[src/rtl/pattern_seeder.sv]
// Row-by-row arena seeder: clear, fill, random or sparse random over a row window.
// Define SEEDER_SPARSE_EN to build the sparse AND-of-two-bits pattern for mode 11.
module pattern_seeder #(
   parameter int                    ARENA_WIDTH  = 10,
   parameter int                    ARENA_HEIGHT = 10,
   parameter int                    LFSR_WIDTH   = 32,
   parameter logic [LFSR_WIDTH-1:0] LFSR_TAPS    = 32'h8020_0003
) (
   input  logic                   clk,
   input  logic                   reset,
   input  logic                   start,
   input  logic                   abort,
   input  logic [1:0]             mode,
   input  logic                   reseed,
   input  logic [LFSR_WIDTH-1:0]  seed,
   input  logic [9:0]             row_first,
   input  logic [9:0]             row_last,
   output logic                   ready,
   output logic                   done,
   output logic [9:0]             arena_row_select,
   output logic [ARENA_WIDTH-1:0] arena_columns_new,
   output logic                   arena_columns_write
);

   localparam int              CW       = $clog2(ARENA_WIDTH);
   localparam int              LW       = LFSR_WIDTH;
   localparam int              W        = ARENA_WIDTH;
   localparam logic [9:0]      ROW_MAX  = 10'(ARENA_HEIGHT - 1);
   localparam logic [CW-1:0]   COL_LAST = CW'(ARENA_WIDTH - 1);

   typedef enum logic [2:0] {
      S_IDLE,
      S_LOAD,
      S_GEN,
      S_WRITE,
      S_DONE
   } state_t;

   state_t          state_q;
   logic [1:0]      mode_q;
   logic            reseed_q;
   logic [9:0]      first_q;
   logic [9:0]      last_q;
   logic [9:0]      cur_q;
   logic [CW-1:0]   col_q;
   logic [LW-1:0]   lfsr_q;
   logic [W-1:0]    rowbuf_q;
   logic            ready_q;
   logic            done_q;
   logic            wr_q;
   logic [9:0]      rsel_q;
   logic [W-1:0]    cols_q;

   logic            fb;
   logic            gen_bit;
   logic [LW-1:0]   lfsr_d;
   logic [W-1:0]    rowbuf_d;
   logic [9:0]      last_d;
   logic [LW-1:0]   seed_safe;
   logic [W-1:0]    fill_row;

   assign fb        = ^(lfsr_q & LFSR_TAPS);
   assign lfsr_d    = {lfsr_q[LW-2:0], fb};
   assign rowbuf_d  = {rowbuf_q[W-2:0], gen_bit};
   assign last_d    = (row_last > ROW_MAX) ? ROW_MAX : row_last;
   assign seed_safe = (seed == '0) ? LW'(1) : seed;
   assign fill_row  = {W{mode_q[0]}};

`ifdef SEEDER_SPARSE_EN
   assign gen_bit = (mode_q == 2'b11) ? (lfsr_q[LW-1] & lfsr_q[LW-2])
                                      : lfsr_q[LW-1];
`else
   assign gen_bit = lfsr_q[LW-1];
`endif

   always_ff @(posedge clk or posedge reset) begin
      if (reset) begin
         state_q  <= S_IDLE;
         mode_q   <= 2'b00;
         reseed_q <= 1'b0;
         first_q  <= '0;
         last_q   <= '0;
         cur_q    <= '0;
         col_q    <= '0;
         lfsr_q   <= LW'(1);
         rowbuf_q <= '0;
         ready_q  <= 1'b1;
         done_q   <= 1'b0;
         wr_q     <= 1'b0;
         rsel_q   <= '0;
         cols_q   <= '0;
      end else begin
         done_q <= 1'b0;
         wr_q   <= 1'b0;
         unique case (state_q)
            S_IDLE, S_DONE: begin
               if (start) begin
                  mode_q   <= mode;
                  reseed_q <= reseed;
                  first_q  <= row_first;
                  last_q   <= last_d;
                  ready_q  <= 1'b0;
                  state_q  <= S_LOAD;
               end else begin
                  ready_q  <= 1'b1;
                  state_q  <= S_IDLE;
               end
            end
            S_LOAD: begin
               if (abort) begin
                  ready_q <= 1'b1;
                  state_q <= S_IDLE;
               end else begin
                  if (reseed_q) lfsr_q <= seed_safe;
                  cur_q <= first_q;
                  col_q <= '0;
                  if (first_q > last_q) begin
                     done_q  <= 1'b1;
                     ready_q <= 1'b1;
                     state_q <= S_DONE;
                  end else if (mode_q[1]) begin
                     state_q <= S_GEN;
                  end else begin
                     wr_q    <= 1'b1;
                     rsel_q  <= first_q;
                     cols_q  <= fill_row;
                     state_q <= S_WRITE;
                  end
               end
            end
            S_GEN: begin
               if (abort) begin
                  ready_q <= 1'b1;
                  state_q <= S_IDLE;
               end else begin
                  lfsr_q   <= lfsr_d;
                  rowbuf_q <= rowbuf_d;
                  col_q    <= col_q + 1'b1;
                  // Outputs are registered, so load them on the last GEN beat.
                  if (col_q == COL_LAST) begin
                     wr_q    <= 1'b1;
                     rsel_q  <= cur_q;
                     cols_q  <= rowbuf_d;
                     state_q <= S_WRITE;
                  end
               end
            end
            S_WRITE: begin
               if (abort) begin
                  ready_q <= 1'b1;
                  state_q <= S_IDLE;
               end else if (cur_q == last_q) begin
                  done_q  <= 1'b1;
                  ready_q <= 1'b1;
                  state_q <= S_DONE;
               end else begin
                  cur_q <= cur_q + 10'd1;
                  col_q <= '0;
                  if (mode_q[1]) begin
                     state_q <= S_GEN;
                  end else begin
                     wr_q    <= 1'b1;
                     rsel_q  <= cur_q + 10'd1;
                     cols_q  <= fill_row;
                     state_q <= S_WRITE;
                  end
               end
            end
            default: begin
               ready_q <= 1'b1;
               state_q <= S_IDLE;
            end
         endcase
      end
   end

   assign ready               = ready_q;
   assign done                = done_q;
   assign arena_row_select    = rsel_q;
   assign arena_columns_new   = cols_q;
   assign arena_columns_write = wr_q;

endmodule

[config.mk]
export PLATFORM = sky130hd
export DESIGN_NAME = pattern_seeder
export DESIGN_NICKNAME = d
export VERILOG_FILES = /design/src/rtl/pattern_seeder.sv
export SDC_FILE = /design/constraint.sdc
export NUM_CORES = 1
export LEC_CHECK = 0
export BUFFER_PORTS_ARGS = -buffer_cell sky130_fd_sc_hd__buf_4
export CORE_MARGIN = 1
export CORE_UTILIZATION = 30
export CTS_BUF_LIST = sky130_fd_sc_hd__clkbuf_8 sky130_fd_sc_hd__clkbuf_16
export DETAILED_ROUTE_END_ITERATION = 6
export SLEW_MARGIN = 5
export SYNTH_ARGS = -nofsm -noshare
export SYNTH_HDL_FRONTEND = slang
export SYNTH_SLANG_ARGS = --single-unit
[constraint.sdc]
create_clock -name clk -period 5.3 [get_ports clk]
set_clock_uncertainty 0.2 [all_clocks]
set_input_delay 0.53 -clock clk [delete_from_list [all_inputs] [get_ports clk]]
set_output_delay 0.53 -clock clk [all_outputs]
set_load 0.02 [all_outputs]
==> flow_summary.json <==
{
  "root_buffer": "clkbuf_16",
  "grt_pass1_vias": 3946,
  "h-tree-depth": 3,
  "synth-seq-area-share_pct": 49.0,
  "p_leak_nw": 2.97,
  "rrSetupSlack_ps": 1780,
  "grt.overflow.total": 0,
  "rows": 48,
  "max_cap_violations": 0,
  "fin_crit_ps": 3520,
  "fp.dieW_um": 135,
  "cp_max_fo": 21,
  "areaGrowthSynthToFinish_pct": 19.7,
  "synth_compound_area_share_pct": 11.5,
  "worstPathCellList": "inv_1 > nand3_1 > nor3_1 > nor4_1 > or2_1 > buf_4 > mux2_2",
  "hpwl_um": 8820,
  "slowest_stage": "dfrtp_1",
  "synthArstFlopShare_pct": 100,
  "core_area_um2": 17300,
  "ios": 82,
  "port_buffers": 81,
  "ys_types": 51,
  "powerDensity_nw_per_um2": 521,
  "num-fill-cells": 1802,
  "drt-total-wl_um": 12200,
  "cts_setup_buffers": 0,
  "vias_per_cell": 4.74,
  "synthMuxAreaShare_pct": 10.3,
  "grt_max_degree": 65,
  "relSlewSlack_pct": 42.6,
  "grt_pass1_wl_um": 20300,
  "path_clk_slew_ps": 70,
  "ys_warn_count": 0,
  "synth_flop_cell": "dfrtp_1",
  "max-vdd-ir-drop_uv": 211,
  "cts_tree": "built",
  "synthCells": 569,
  "critPathKind": "flop to flop",
  "cp_data_required_time_ps": 5330,
  "vias": 4091,
  "multi_input_area_um2": 2450,
  "synth_top_family_by_area": "simple AND/OR/NAND/NOR gates",
  "initial_utilization_pct": 30.8,
  "drtAntennaViolNets": 0,
  "crit_path_start_kind": "flop",
  "clock_sinks": 104,
  "cts_resized": 0,
  "worstReg2RegStart": "state_q[0]$_DFFE_PP0P_",
  "synth-seq-cells": 104,
  "postCtsHoldBufs": 0,
  "synth_nets": 641,
  "synthXorXnorAreaFrac_pct": 3.29,
  "die-area_um2": 18300,
  "period_share_pct": 66.4,
  "synth_edf_count": 0,
  "drtIter0Drc": 250,
  "firstDrtPassIters": 5,
  "status": "finished clean",
  "clock_latency_ps": 340,
  "min_path_type": "input port to asynchronous set/reset pin",
  "tns_ps": 0,
  "die_h_um": 135,
  "routedWlPerCell_um": 14.2,
  "max_freq_ghz": 0.284,
  "r2r_cells": 7,
  "route.detailed.drc": 0,
  "regArea_um2": 2610,
  "slew_violations": 0,
  "cts_buffer_depth": 2,
  "groute.usage.overall_pct": 14.2,
  "rsz0062_at_grt": "false",
  "arrival_ps": 3550,
  "syn_area_per_cell_um2": 9.35,
  "hold_violations": 0,
  "insertedDiodeCount": 0,
  "nets": 705,
  "cp-end-kind": "flop",
  "drive_gt1_share_pct": 18.8,
  "synth-simple-area-share_pct": 17.8,
  "total_power_w": 0.00332,
  "max_stage_delay_ps": 870,
  "cts-buffers-inserted": 9,
  "netlist_area_um2": 5320,
  "gp_congestion": 0.809,
  "report.final.setup_viol": 0,
  "worst_pin_slew_ps": 861,
  "synthAdderAreaFrac_pct": 3.06,
  "cp-startpoint": "state_q[0]$_DFFE_PP0P_",
  "antenna_found_initial": 0,
  "r2r-end": "arena_row_select[8]$_DFFE_PP0P_"
}
-- cells in the final DEF (no fill, tap or decap), drive strengths merged, types with 8 or more instances in the layout --
master	instances
o21ai	35
clkbuf	9
a21oi	59
nor2	59
mux2	9
nand2	97
buf	85
ha	13
inv	31
dfrtp	102
nand3	8
mux2i	42
nor4	13
xor2	17
-- registers in the layout, indices dropped and copies added (netlist names) --
| register | count |
|---|---|
| arena_columns_write | 1 |
| reseed_q | 1 |
| mode_q | 2 |
| state_q | 3 |
| ready | 1 |
| arena_row_select | 10 |
| rowbuf_q | 9 |
| first_q | 10 |
| last_q | 10 |
| col_q | 4 |
| arena_columns_new | 10 |
| lfsr_q | 32 |
| done | 1 |
| cur_q | 10 |
-- critical path, delay by kind of cell (launching register included) --
kind	cells	cell delay (ps)
buf+inv	2	560
flops	1	870
mux	1	360
simple gates	4	1390
-- cell type report --
type	instances	share of cell area [%]
Inverter	28	1.69
Clock buffer	9	3.54
Tap cell	225	4.42
Clock inverter	7	0.884
Sequential cell	104	40.9
Timing Repair Buffer	85	10.0
Multi-Input combinational cell	405	38.5
-- power breakdown --
part	total [W]	leakage [nW]	internal [W]	switching, W
Sequential	0.00140	1.27	0.00110	0.000294
Clock	0.000644	0.153	0.000359	0.000285
Combinational	0.00128	1.55	0.000558	0.000718
-- stage by stage --
step	std cells	hold WS (ps)	worst slack, ps	util (%)	area, um2
2_1_floorplan	569	238	1840	-	5320
3_3_place_gp	847	257	1890	35.2	6090
3_5_place_dp	847	273	1780	35.2	6090
4_1_cts	863	135	1790	36.8	6370
5_1_grt	863	169	1500	36.8	6370
6_report	863	103	1780	36.8	6370
-- synth_stat cells, types with 2 or more instances --
| library cell | count | share of area (%) |
|---|---|---|
| clkbuf_1 | 19 | 1.3 |
| buf_6 | 3 | 0.63 |
| inv_1 | 28 | 2.0 |
| a22oi_1 | 2 | 0.28 |
| mux2_2 | 2 | 0.42 |
| nor2_1 | 58 | 4.1 |
| buf_1 | 2 | 0.14 |
| nor2b_1 | 2 | 0.24 |
| ha_1 | 13 | 3.1 |
| nor3_1 | 6 | 0.56 |
| nor4_2 | 2 | 0.47 |
| o21ai_0 | 35 | 3.3 |
| nand3b_1 | 2 | 0.28 |
| xor2_1 | 17 | 2.8 |
| mux2i_1 | 42 | 7.9 |
| dfstp_2 | 2 | 0.99 |
| mux2_4 | 7 | 2.0 |
| and3_1 | 6 | 0.71 |
| a21oi_1 | 59 | 5.6 |
| dfrtp_1 | 102 | 48 |
| nand3_1 | 8 | 0.75 |
| nor4_1 | 11 | 1.3 |
| nand4_1 | 6 | 0.71 |
| a31oi_1 | 4 | 0.47 |
| xnor2_1 | 3 | 0.49 |
| nand2_1 | 96 | 6.8 |
| buf_2 | 7 | 0.66 |
| o22ai_1 | 2 | 0.24 |
-- worst max path at each step --
stage	endpoint	depth (start not counted)	slack, ps
final	arena_row_select[8]$_DFFE_PP0P_	7	1780
after global routing	arena_row_select[9]$_DFFE_PP0P_	7	1500
after CTS	arena_row_select[8]$_DFFE_PP0P_	7	1790
after detailed placement	arena_row_select[8]$_DFFE_PP0P_	7	1780
after global placement	arena_row_select[8]$_DFFE_PP0P_	7	1890
after floorplan	arena_columns_new[0]$_DFFE_PP0P_	1	1840
-- per-layer routing --
| layer | global-route usage, % | vias up | routed length, um |
|---|---|---|---|
| met2 | 21.1 | 78 | 5400 |
| met4 | 5.81 | 0 | 201 |
| met1 | 20.8 | 1925 | 6150 |
| met3 | 1.91 | 13 | 471 |
| met5 | 0 | - | 0 |
| li1 | - | 2075 | - |
-- cell families after synthesis --
family / Yosys count
mux: 51
compound gates: 112
xor+xnor: 20
simple gates: 209
flops: 104
buf+inv: 60
fa+ha+maj: 13
Power figures use the tool's default switching activity.
